**config.mk**
```make
export PLATFORM = sky130hd
export DESIGN_NAME = seg_display_formatter
export DESIGN_NICKNAME = d
export VERILOG_FILES = /design/src/rtl/seg_display_formatter.sv
export SDC_FILE = /design/constraint.sdc
export NUM_CORES = 1
export LEC_CHECK = 0
export BUFFER_PORTS_ARGS = -buffer_cell sky130_fd_sc_hd__buf_4
export CAP_MARGIN = 20
export CORE_UTILIZATION = 49
export DETAILED_ROUTE_END_ITERATION = 6
export GPL_TIMING_DRIVEN = 0
export PLACE_DENSITY = 0.77
export SETUP_SLACK_MARGIN = 0.3
export SLEW_MARGIN = 20
export SYNTH_ARGS = -nofsm -noshare
export SYNTH_HDL_FRONTEND = slang
export SYNTH_SLANG_ARGS = --single-unit
export TNS_END_PERCENT = 20
```
**constraint.sdc**
```tcl
create_clock -name clk -period 2.4 [get_ports clk]
set_input_delay 0.36 -clock clk [delete_from_list [all_inputs] [get_ports clk]]
set_output_delay 0.36 -clock clk [all_outputs]
set_load 0.02 [all_outputs]
```
**src/rtl/seg_display_formatter.sv**
```systemverilog
// seg_display_formatter: turns a 16-bit binary value into four active-low
// seven-segment patterns ({dp,g,f,e,d,c,b,a}), either as hex nibbles or as
// decimal digits produced by a 16-step iterative double-dabble conversion.
//
// state   | meaning
// --------+---------------------------------------------------------------
// IDLE    | waiting for load; captures value and display options
// CONVERT | one double-dabble step per cycle, 16 steps in total
// ENCODE  | single cycle: register segs/overflow, pulse done, back to IDLE
module seg_display_formatter (
    input  logic            clk,
    input  logic            rst_n,
    input  logic [15:0]     value,
    input  logic            load,
    input  logic            mode,
    input  logic            blank_lz,
    input  logic [3:0]      dp_mask,
    output logic [3:0][7:0] segs,
    output logic            busy,
    output logic            done,
    output logic            overflow
);

    typedef enum logic [1:0] {
        IDLE    = 2'd0,
        CONVERT = 2'd1,
        ENCODE  = 2'd2
    } state_t;

    localparam logic [7:0] SEG_BLANK = 8'hFF;
    localparam logic [7:0] SEG_DASH  = 8'hBF;

    state_t         state;
    state_t         state_nxt;

    logic           mode_q;
    logic           blank_q;
    logic [3:0]     dp_q;
    logic [19:0]    bcd;
    logic [15:0]    shift_reg;
    logic [3:0]     step;

    logic [19:0]    bcd_adj;
    logic [3:0][7:0] segs_enc;
    logic           ovf_enc;
    logic           load_ok;
    logic           last_step;

    // Glyph lookup for one nibble (hex digits double as decimal digits 0-9).
    function automatic logic [7:0] glyph(input logic [3:0] nib);
        logic [7:0] g;
        case (nib)
            4'h0:    g = 8'hC0;
            4'h1:    g = 8'hF9;
            4'h2:    g = 8'hA4;
            4'h3:    g = 8'hB0;
            4'h4:    g = 8'h99;
            4'h5:    g = 8'h92;
            4'h6:    g = 8'h82;
            4'h7:    g = 8'hF8;
            4'h8:    g = 8'h80;
            4'h9:    g = 8'h90;
            4'hA:    g = 8'h88;
            4'hB:    g = 8'h83;
            4'hC:    g = 8'hC6;
            4'hD:    g = 8'hA1;
            4'hE:    g = 8'h86;
            default: g = 8'h8E;
        endcase
        return g;
    endfunction

    assign load_ok   = (state == IDLE) && load;
    assign last_step = (step == 4'd15);
    assign busy      = (state != IDLE);

    // Per-digit add-3 correction applied before each shift.
    always_comb begin
        bcd_adj = bcd;
        for (int i = 0; i < 5; i++) begin
            if (bcd[4*i +: 4] >= 4'd5) begin
                bcd_adj[4*i +: 4] = bcd[4*i +: 4] + 4'd3;
            end
        end
    end

    // Segment encoding of the current digit register: overflow dashes,
    // leading-zero blanking from the top down, then decimal points on top.
    always_comb begin
        logic z3;
        logic z2;
        logic z1;
        segs_enc = '{default: SEG_BLANK};
        ovf_enc  = mode_q && (bcd[19:16] != 4'd0);
        z3 = (bcd[15:12] == 4'd0);
        z2 = z3 && (bcd[11:8] == 4'd0);
        z1 = z2 && (bcd[7:4] == 4'd0);
        if (ovf_enc) begin
            for (int i = 0; i < 4; i++) begin
                segs_enc[i] = SEG_DASH;
            end
        end else begin
            for (int i = 0; i < 4; i++) begin
                segs_enc[i] = glyph(bcd[4*i +: 4]);
            end
            if (blank_q) begin
                if (z3) segs_enc[3] = SEG_BLANK;
                if (z2) segs_enc[2] = SEG_BLANK;
                if (z1) segs_enc[1] = SEG_BLANK;
            end
        end
        for (int i = 0; i < 4; i++) begin
            if (dp_q[i]) begin
                segs_enc[i][7] = 1'b0;
            end
        end
    end

    // Next-state logic.
    always_comb begin
        state_nxt = state;
        case (state)
            IDLE: begin
                if (load) begin
                    state_nxt = mode ? CONVERT : ENCODE;
                end
            end
            CONVERT: begin
                if (last_step) begin
                    state_nxt = ENCODE;
                end
            end
            ENCODE:  state_nxt = IDLE;
            default: state_nxt = IDLE;
        endcase
    end

    // State register.
    always_ff @(posedge clk or negedge rst_n) begin
        if (!rst_n) begin
            state <= IDLE;
        end else begin
            state <= state_nxt;
        end
    end

    // Capture of options and the digit/shift datapath. In hex mode the
    // nibbles go straight into the low 16 bits of the digit register.
    always_ff @(posedge clk or negedge rst_n) begin
        if (!rst_n) begin
            mode_q    <= 1'b0;
            blank_q   <= 1'b0;
            dp_q      <= 4'd0;
            bcd       <= 20'd0;
            shift_reg <= 16'd0;
            step      <= 4'd0;
        end else if (load_ok) begin
            mode_q  <= mode;
            blank_q <= blank_lz;
            dp_q    <= dp_mask;
            step    <= 4'd0;
            if (mode) begin
                bcd       <= 20'd0;
                shift_reg <= value;
            end else begin
                bcd       <= {4'd0, value};
                shift_reg <= 16'd0;
            end
        end else if (state == CONVERT) begin
            {bcd, shift_reg} <= {bcd_adj[18:0], shift_reg, 1'b0};
            step             <= step + 4'd1;
        end
    end

    // Output registers: updated only in ENCODE, held otherwise.
    always_ff @(posedge clk or negedge rst_n) begin
        if (!rst_n) begin
            segs     <= '{default: SEG_BLANK};
            overflow <= 1'b0;
            done     <= 1'b0;
        end else begin
            done <= (state == ENCODE);
            if (state == ENCODE) begin
                segs     <= segs_enc;
                overflow <= ovf_enc;
            end
        end
    end

endmodule

```
# After elaboration in Yosys (flattened, before gate mapping)

Memory sizes are Yosys's and may differ from the RTL's.
Cells that the tools add are included.

$add $sub $neg: 6
Order comparisons: 5
Eq/ne operators: 5
Muxes and demuxes: 26
Reductions and logical operators: 12

Operators by type and width:

| operator            | number |
|---|---|
| $mux 16             | 4 |
| $mux 20             | 2 |
| $mux 32             | 1 |
| $mux 24             | 1 |
| $mux 4              | 6 |
| $mux 8              | 3 |
| $ge 4x3->1 const B  | 5 |
| $add 4x2->4 const B | 4 |
| $logic_not 4->1     | 3 |
| $mux 2              | 3 |
| $add 4x1->4 const B | 1 |
| $eq 4x4->1 const B  | 1 |
| $logic_and 1x1->1   | 4 |
| $mux 1              | 4 |
| $ne 2x2->1 const B  | 2 |
| $pmux 2 s2          | 1 |
| $reduce_bool 2->1   | 2 |
| $reduce_bool 4->1   | 1 |
| $add 3x2->3 const B | 1 |
| $mux 3              | 1 |
| $eq 2x1->1 const B  | 1 |
| $eq 2x2->1 const B  | 1 |
| $logic_not 2->1     | 1 |
| $reduce_and 2->1    | 1 |

Register bits after elaboration: 82
Bits in read-only memories: 448
Input bits: 25
Output and inout bits: 35
Logic and storage cells: 71
Memories kept: 4

Memories:

| memory           | depth | bits a word | rd ports | clocked after Yosys merged registers in | wr ports | line | text |
|---|---|---|---|---|---|---|---|
| (name not given) | 16    | 7           | 1        | 0                                       | 0        | 52   | `case (nib)` |
| (name not given) | 16    | 7           | 1        | 0                                       | 0        | 52   |  |
| (name not given) | 16    | 7           | 1        | 0                                       | 0        | 52   |  |
| (name not given) | 16    | 7           | 1        | 0                                       | 0        | 52   |  |

# Longest topological paths before layout

Gate-level depths: netlist (run 1).

Depth after elaboration: 7
Gate-level depth with buffers: 7
Mapped depth without buffers: 6

# Worst setup path after synthesis (run 1)

No wires, ideal clock.

Kind: register -> register
Start: register bcd[13]
End: register bcd[14]
Library setup time: 0.126 ns
Arrival: 1.628 ns
Required time: 2.274 ns
Path slack: 0.646 ns
Cell stages (with the launch flop): 7
Buffers on the path: 0
Clock period less this slack: 1.754 ns
Cell sequence: dfrtp_1 -> inv_1 -> ha_1 -> nand2b_1 -> a21oi_1 -> mux2i_1 -> a221o_1

Cells in the longest elaborated chain, start to end: 4
Elaborated cells on any way between the ends: 5
Those cells by class: add/sub: 1; order compare: 1; mux: 3

Ends and longest elaborated chain:

| item                                      | line   | text |
|---|---|---|
| start, declared                           | 39     | `logic [19:0] bcd;` |
| start signal, assigned                    | 166    | `bcd <= {4'd0, value};` |
| start signal, assigned                    | 170    | `{bcd, shift_reg} <= {bcd_adj[18:0], shift_reg, 1'b0};` |
| $add 4x2->4 or $ge 4x3->1 (tied branches) | 82, 81 |  |
| $mux 4 (*)                                | 81     | `if (bcd[4*i +: 4] >= 4'd5) begin` |
| $mux 20 (*)                               | 169    | `end else if (state == CONVERT) begin` |
| $mux 20 (*)                               | 157    | `end else if (load_ok) begin` |

Mark *: on every way between the ends. The rest lies on a longest branch, timed or not. The select of a mux whose other input is x is not followed.
A chain may end at the register's enable or synchronous reset.

# Worst setup path after layout (run 1)

Start: register bcd[16]
End: register segs[10] in the netlist's numbering

Cells in the longest elaborated chain, start to end: 3

Ends and longest elaborated chain:

| item                 | line | text |
|---|---|---|
| $reduce_bool 4->1    | 94   | `ovf_enc = mode_q && (bcd[19:16] != 4'd0);` |
| $logic_and 1x1->1    | 94   |  |
| $mux 32              | 98   | `if (ovf_enc) begin` |
| end signal, assigned | 184  | `segs <= segs_enc;` |
| end, declared        | 18   | `output logic [3:0][7:0] segs,` |

No other way between the ends.

==> results by group, run 1 <==
Outcome
  – Result of the run: finished, final reports clean

Global routing
  – Pin count of the biggest net entering global routing: 83
  – Met2 track demand over resource in global routing: 37.8%
  – Vias in the first global route: 3858
  – Total gr overflow: 0
  – Met3 track demand over resource: 4.49%
  – Global route hottest layer: met2
  – Total routing resource utilization after global routing: 24.4%
  – Initial antenna violation count: 0
  – Wire length of the first global-routing pass: 19400 µm
  – Global Route met1 Usage: 34.1%

Cells and area
  – Nets@finish: 664
  – Multi-input combinational cell area: 2530 µm²
  – Most common library cell in the layout ignoring fill and taps: nand2_1
  – P&R area growth vs syn: 17.2%
  – Leading cell types in the layout, fill and taps excluded: 70 x nand2_1, 59 x buf_4, 52 x nor2_1
  – Sequential Area: 2090 µm²
  – Fraction of final layout cells sized beyond drive strength 1: 23.2%
  – Flip-flop count of the largest register, all copies and words added: 32
  – Number of inserted diodes: 0
  – Fill cell total of the finished layout: 832
  – Final cell utilization of the core: 58.9%

Worst setup path
  – Category of the worst setup path launch point: register
  – Destination of the worst register-to-register timing path: segs[10]$_DFFE_PN1P_
  – Ordered list of cells on the worst path: inv_1 -> ha_1 -> or3b_1 -> a21oi_2 -> and2_1 -> a31oi_1
  – Type of the worst setup path: reg2reg
  – Maximum net fanout on the critical path: 9
  – Data arrival at the endpoint of the critical path: 2.31 ns
  – Capturing element type of the critical path: register
  – Reg-to-reg setup timing slack: 0.38 ns
  – Worst endpoint required time: 2.69 ns
  – Launch instance of the worst register-to-register path: bcd[16]$_DFFE_PN0P_
  – Largest stage delay on the critical path: 0.44 ns
  – Number of cells on the worst reg-to-reg path: 6
  – Cell with the largest stage delay on the worst path: a21oi_2

Die
  – X dimension of the die: 102 µm
  – Starting density of the core: 50.2%
  – Total core area: 9680 µm²
  – Overall die area: 10300 µm²
  – Row count: 36
  – Die Y-Extent: 102 µm
  – # IOs: 60

STA
  – Unrepaired setup endpoints after global routing: true
  – Min Clock Period, post-route: 2.02 ns
  – Count of pins over their slew limit: 0
  – Tightest slew margin relative to the limit: 59.0%
  – Hold violation total from the final report: 0
  – Setup_tns: 0 ns
  – Post-layout worst setup margin: 0.380 ns
  – Final hold slack: 0.174 ns
  – Setup-failing EPs final: 0
  – Fmax: 495 MHz
  – Transition time of the tightest slew-check pin: 0.615 ns
  – Post-route clock period utilization: 84.2%
  – Setup skew after layout: 0.0111 ns

Synth
  – Number of distinct library cells after synthesis: 54
  – Share of the synthesized area in the top cell type: 25.7%
  – Most frequently used flop master after synthesis: dfrtp_1
  – Sequential element share of the synthesized area: 43.0%
  – Count of synthesis-stage warnings from yosys: 0
  – Asr flop ratio synth: 100%
  – Synthesized flop and latch total: 82
  – Netlist Area Pre-Place: 4870 µm²
  – Leading cell types by total area after synthesis: dfrtp_1 26%, dfstp_2 17%, ha_1 8.5%, nand2_1 5.4%, o21ai_0 4.2%
  – Cell count after synthesis: 534
  – Number of enable-type register cells in the synthesized netlist: 0
  – Cell taking the most area after synthesis: dfrtp_1
  – Post-Synthesis Mean Instance Area: 9.11 µm²
  – Net Count, Synth: 592

Placement
  – Port Buffers: 59
  – Dpl ws: 0.360 ns
  – DPL Wire Length: 8510 µm
  – Final RePlAce weighted congestion: 0.865

Min path
  – Hold crit path type: in2reg
  – Startpoint of the tightest hold check path: dp_mask[1]
  – Worst Hold End: dp_q[1]$_DFFE_PN0P_
  – Worst hold path cell count: 3

Clock network
  – TritonCTS buffer count: 9
  – Clock tree from TritonCTS: done
  – Clock latency reported for the late side of the worst-skew pair: 0.37 ns
  – Reg clk slew, reported paths: 0.09 ns
  – Master cell of the clock root buffer: clkbuf_8
  – CTS H-Tree Depth: 3
  – Buffers inserted during post-CTS setup optimization: 0
  – Clk sink count: 82
  – CTS max path bufs: 2

Detailed routing
  – Avg Vias per Cell: 5.62
  – Count of vias placed by the detailed router: 4179
  – First DRT Iteration DRCs: 279
  – DRT antenna net count: 0
  – Post-DR wirelength/cell: 16.0 µm
  – Remaining design rule violation count: 0
  – Number of detailed-route iterations in the first pass: 5
  – Overall routed net length: 11900 µm

Job
  – Number of maximum-capacitance constraint violations: 0

Power
  – Peak supply drop: 0.000520 V
  – Leakage component of the power: 2.53 nW
  – Overall Power: 8.15 mW
  – Cell area power density: 1430 nW/µm²
-- power by group --
part	total (mW)	switching [mW]	internal, mW	leakage [nW]
logic	4.50	2.61	1.89	1.49
clock network	0.934	0.552	0.382	0.0822
registers	2.72	0.505	2.22	0.953
-- logic make-up after synthesis --
kind of cell | share of synthesized area [%]
AND/OR/NAND/NOR | 17.4
AO/OA/AOI/OAI | 19.5
adder cells (fa/ha/maj) | 8.49
buffers and inverters | 5.22
multiplexers | 4.99
XOR/XNOR | 1.44
flip-flops | 43.0
-- metal layers --
| layer | vias up | wire length, µm |
|---|---|---|
| met4 | 0 | 231 |
| met1 | 2001 | 5480 |
| met2 | 128 | 5570 |
| met5 | - | 0 |
| met3 | 16 | 594 |
| li1 | 2034 | - |
-- cell usage after synthesis, types with 3 or more instances --
cell type	number
a21oi_1	30
a22o_1	5
a31oi_1	23
a32oi_1	8
and3_1	5
buf_2	14
clkbuf_1	26
dfrtp_1	50
dfstp_2	32
ha_1	33
inv_1	20
mux2_2	6
mux2i_1	13
nand2_1	70
nand2b_1	9
nand3_1	24
nor2_1	52
nor2b_1	4
nor3_1	7
o21ai_0	41
o22a_1	5
o22ai_1	4
o32a_1	4
xnor2_1	5
xor2_1	3
-- per-stage QoR --
stage	instance area [µm²]	instances
after CTS	5650	742
final	5700	744
after global placement	5480	726
after detailed placement	5480	726
after global routing	5700	744
after floorplan	4870	534
-- repair_timing --
action                     CTS  global route
resized for setup            0             4
setup endpoints to repair    0            18
hold buffers                 0             1
hold endpoints to repair     0             1
-- critical path: cells and delay by family (launching register included) --
| kind | cells | cell delay [ns] |
|---|---|---|
| simple gates | 2 | 0.68 |
| compound gates | 2 | 0.54 |
| flops | 1 | 0.39 |
| fa+ha+maj | 1 | 0.21 |
| buf+inv | 1 | 0.11 |
-- worst max path at each step --
| stage | slack [ns] | startpoint | end | depth (start not counted) |
|---|---|---|---|---|
| floorplan | 0.65 | bcd[13]$_DFFE_PN0P_ | bcd[14]$_DFFE_PN0P_ | 6 |
| global placement | 0.43 | bcd[12]$_DFFE_PN0P_ | segs[19]$_DFFE_PN1P_ | 6 |
| detailed placement | 0.36 | bcd[12]$_DFFE_PN0P_ | segs[19]$_DFFE_PN1P_ | 6 |
| CTS | 0.35 | bcd[12]$_DFFE_PN0P_ | segs[19]$_DFFE_PN1P_ | 6 |
| global route | 0.26 | bcd[9]$_DFFE_PN0P_ | bcd[10]$_DFFE_PN0P_ | 6 |
| finish | 0.38 | bcd[16]$_DFFE_PN0P_ | segs[10]$_DFFE_PN1P_ | 6 |
-- final cells by class --
cell class                      instances  area share (%)
Timing Repair Buffer                   61            8.43
Buffer                                 41            3.14
Tap cell                              133            2.92
Clock buffer                            9            2.17
Sequential cell                        82            36.7
Clock inverter                          7           0.944
Inverter                               20            1.32
Multi-Input combinational cell        391            44.4
Power figures use the tool's default switching activity.
==> inputs of run 2 (changes only) <==
Settings changed: PLACE_DENSITY 0.77 to 0.8.
Clock period 2.4 ns to 1.79 ns, I/O delays scaled along.
==> run 2 against run 1 <==
Sequential share of layout area is 5.0 points lower. Setup slack worse by 0.30 ns. Routed wire length is 21% higher. Sequential power increased by 35%. Combinational power rose by 78%. Critical path depth up 1. Clock skew rose by 0.0093 ns. Hold slack got worse by 0.088 ns. Via count is 12% higher. Die area unchanged. Register-to-register slack lost 0.30 ns. Highest routed layer unchanged.
==> results by group, run 2 (synthesized netlist as in run 1, its figures left out) <==
Outcome
  – Result of the run: finished, final reports clean (unchanged)

Power
  – Peak supply drop: 0.000720 V (was 0.000520 V)
  – Cell area power density: 1980 nW/µm² (was 1430 nW/µm²)
  – Overall Power: 13.1 mW (was 8.15 mW)
  – Leakage component of the power: 2.90 nW (was 2.53 nW)

Worst setup path
  – Capturing element type of the critical path: register (unchanged)
  – Data arrival at the endpoint of the critical path: 2.01 ns (was 2.31 ns)
  – Type of the worst setup path: reg2reg (unchanged)
  – Maximum net fanout on the critical path: 6 (was 9)
  – Category of the worst setup path launch point: register (unchanged)
  – Worst endpoint required time: 2.09 ns (was 2.69 ns)

Global routing
  – Pin count of the biggest net entering global routing: 83 (unchanged)
  – Total gr overflow: 0 (unchanged)
  – Wire length of the first global-routing pass: 21400 µm (was 19400 µm)
  – Total routing resource utilization after global routing: 27.2% (was 24.4%)
  – Vias in the first global route: 4350 (was 3858)
  – Initial antenna violation count: 0 (unchanged)

Placement
  – DPL Wire Length: 8620 µm (was 8510 µm)
  – Port Buffers: 59 (unchanged)
  – Area of placed instances: 5610 µm² (was 5480 µm²)
  – Final RePlAce weighted congestion: 0.877 (was 0.865)

Cells and area
  – Multi-input combinational cell area: 2890 µm² (was 2530 µm²)
  – Sequential Area: 2100 µm² (was 2090 µm²)
  – Post-route cell area: 6630 µm² (was 5700 µm²)
  – Fraction of final layout cells sized beyond drive strength 1: 39.8% (was 23.2%)
  – Leading cell types in the layout, fill and taps excluded: 93 x buf_4, 68 x nand2_1, 50 x nor2_1 (was 70 x nand2_1, 59 x buf_4, 52 x nor2_1)
  – P&R area growth vs syn: 36.2% (was 17.2%)
  – Nets@finish: 707 (was 664)
  – Fill cell total of the finished layout: 669 (was 832)
  – Most common library cell in the layout ignoring fill and taps: buf_4 (was nand2_1)
  – Number of inserted diodes: 0 (unchanged)
  – Flip-flop count of the largest register, all copies and words added: 32 (unchanged)

STA
  – Count of pins over their slew limit: 0 (unchanged)
  – Transition time of the tightest slew-check pin: 0.632 ns (was 0.615 ns)
  – Post-route clock period utilization: 95.6% (was 84.2%)
  – Setup-failing EPs final: 0 (unchanged)
  – Hold violation total from the final report: 0 (unchanged)
  – Unrepaired setup endpoints after global routing: true (unchanged)
  – Min Clock Period, post-route: 1.71 ns (was 2.02 ns)
  – Fmax: 585 MHz (was 495 MHz)
  – Tightest slew margin relative to the limit: 57.9% (was 59.0%)
  – Final hold slack: 0.0858 ns (was 0.174 ns)
  – Setup_tns: 0 ns (unchanged)
  – Setup skew after layout: 0.0204 ns (was 0.0111 ns)

Clock network
  – Master cell of the clock root buffer: clkbuf_8 (unchanged)
  – Clock tree from TritonCTS: done (unchanged)
  – CTS max path bufs: 2 (unchanged)
  – CTS H-Tree Depth: 3 (unchanged)
  – Clk sink count: 82 (unchanged)
  – TritonCTS buffer count: 9 (unchanged)
  – Clock latency reported for the late side of the worst-skew pair: 0.38 ns (was 0.37 ns)
  – Reg clk slew, reported paths: 0.09 ns (about the same)

Die
  – Overall die area: 10300 µm² (unchanged)
  – Total core area: 9680 µm² (unchanged)
  – Starting density of the core: 50.2% (unchanged)
  – Row count: 36 (unchanged)
  – Die Y-Extent: 102 µm (unchanged)
  – # IOs: 60 (unchanged)
  – X dimension of the die: 102 µm (unchanged)

Detailed routing
  – Avg Vias per Cell: 5.95 (was 5.62)
  – DRT antenna net count: 0 (unchanged)
  – Remaining design rule violation count: 0 (unchanged)
  – Number of detailed-route iterations in the first pass: 5 (unchanged)
  – Post-DR wirelength/cell: 18.2 µm (was 16.0 µm)
  – Count of vias placed by the detailed router: 4685 (was 4179)
  – First DRT Iteration DRCs: 386 (was 279)
  – Overall routed net length: 14400 µm (was 11900 µm)

Job
  – Number of maximum-capacitance constraint violations: 0 (unchanged)

Min path
  – Hold crit path type: in2reg (unchanged)
==> run 2: changes by cell type in the layout (fill, tap and decap cells not counted), moves of 10 or more <==
| cell | change |
|---|---|
| buf_4 | +34 |
| clkbuf_1 | -13 |
| buf_6 | +11 |
| ha_1 | -10 |
==> run 2: worst paths after layout <==
check / startpoint / to / slack (ns) / cells after the start
max: bcd[16]$_DFFE_PN0P_ / segs[19]$_DFFE_PN1P_ / 0.08 / 7
min: dp_mask[0] / dp_q[0]$_DFFE_PN0P_ / 0.09 / 3
max reg2reg: bcd[16]$_DFFE_PN0P_ / segs[19]$_DFFE_PN1P_ / 0.08 / 7
min reg2reg: dp_q[0]$_DFFE_PN0P_ / segs[7]$_DFFE_PN1P_ / 0.44 / 1
max in group asynchronous: rst_n / segs[10]$_DFFE_PN1P_ / 0.81 / 3
min in group asynchronous: rst_n / done$_DFF_PN0_ / 0.33 / 2
==> run 2: cell type report <==
| class | instances | area share, % |
|---|---|---|
| clock buffers | 13 | 2.55 |
| well taps | 133 | 2.51 |
| plain buffers | 41 | 4.14 |
| inverters | 20 | 1.32 |
| clock inverters | 3 | 0.699 |
| repair buffers | 104 | 13.4 |
| multi-input cells | 391 | 43.6 |
| flip-flops and latches | 82 | 31.7 |
==> run 2: report_power, final <==
part / total, mW / internal, mW / switching (mW)
Sequential: 3.67 / 2.99 / 0.674
Clock: 1.47 / 0.763 / 0.711
Combinational: 8.00 / 3.62 / 4.37
==> run 2: worst max-delay path: stages (launching register included) <==
cell	delay, ns
dfrtp_1	0.42
inv_2	0.10
ha_4	0.14
or3b_4	0.40
a21oi_4	0.18
buf_12	0.14
nand3b_1	0.10
o22a_1	0.17
==> run 2: repair_timing <==
item | in CTS | in global routing
cloned | 0 | 2
setup buffers | 27 | 14
setup endpoints to repair | 79 | 81
gates resized for setup | 50 | 68
endpoints found under the hold margin | 0 | 1
pin swaps | 18 | 24
hold buffers | 0 | 1
==> run 2: metal layers <==
layer | wire [µm] | vias up | GRT usage, %
met2 | 6980 | 248 | 44.0
met1 | 5680 | 2261 | 34.6
met4 | 625 | 0 | 14.3
met5 | 0 | - | 0
met3 | 1070 | 61 | 5.18
li1 | - | 2115 | -
==> run 2: stage by stage <==
step	utilization, %	setup slack (ns)	instances
2_1_floorplan	-	0.186	534
3_3_place_gp	57.9	0.0179	726
3_5_place_dp	57.9	-0.0943	726
4_1_cts	64.3	0.121	769
5_1_grt	68.4	0.0225	787
6_report	68.4	0.0792	787
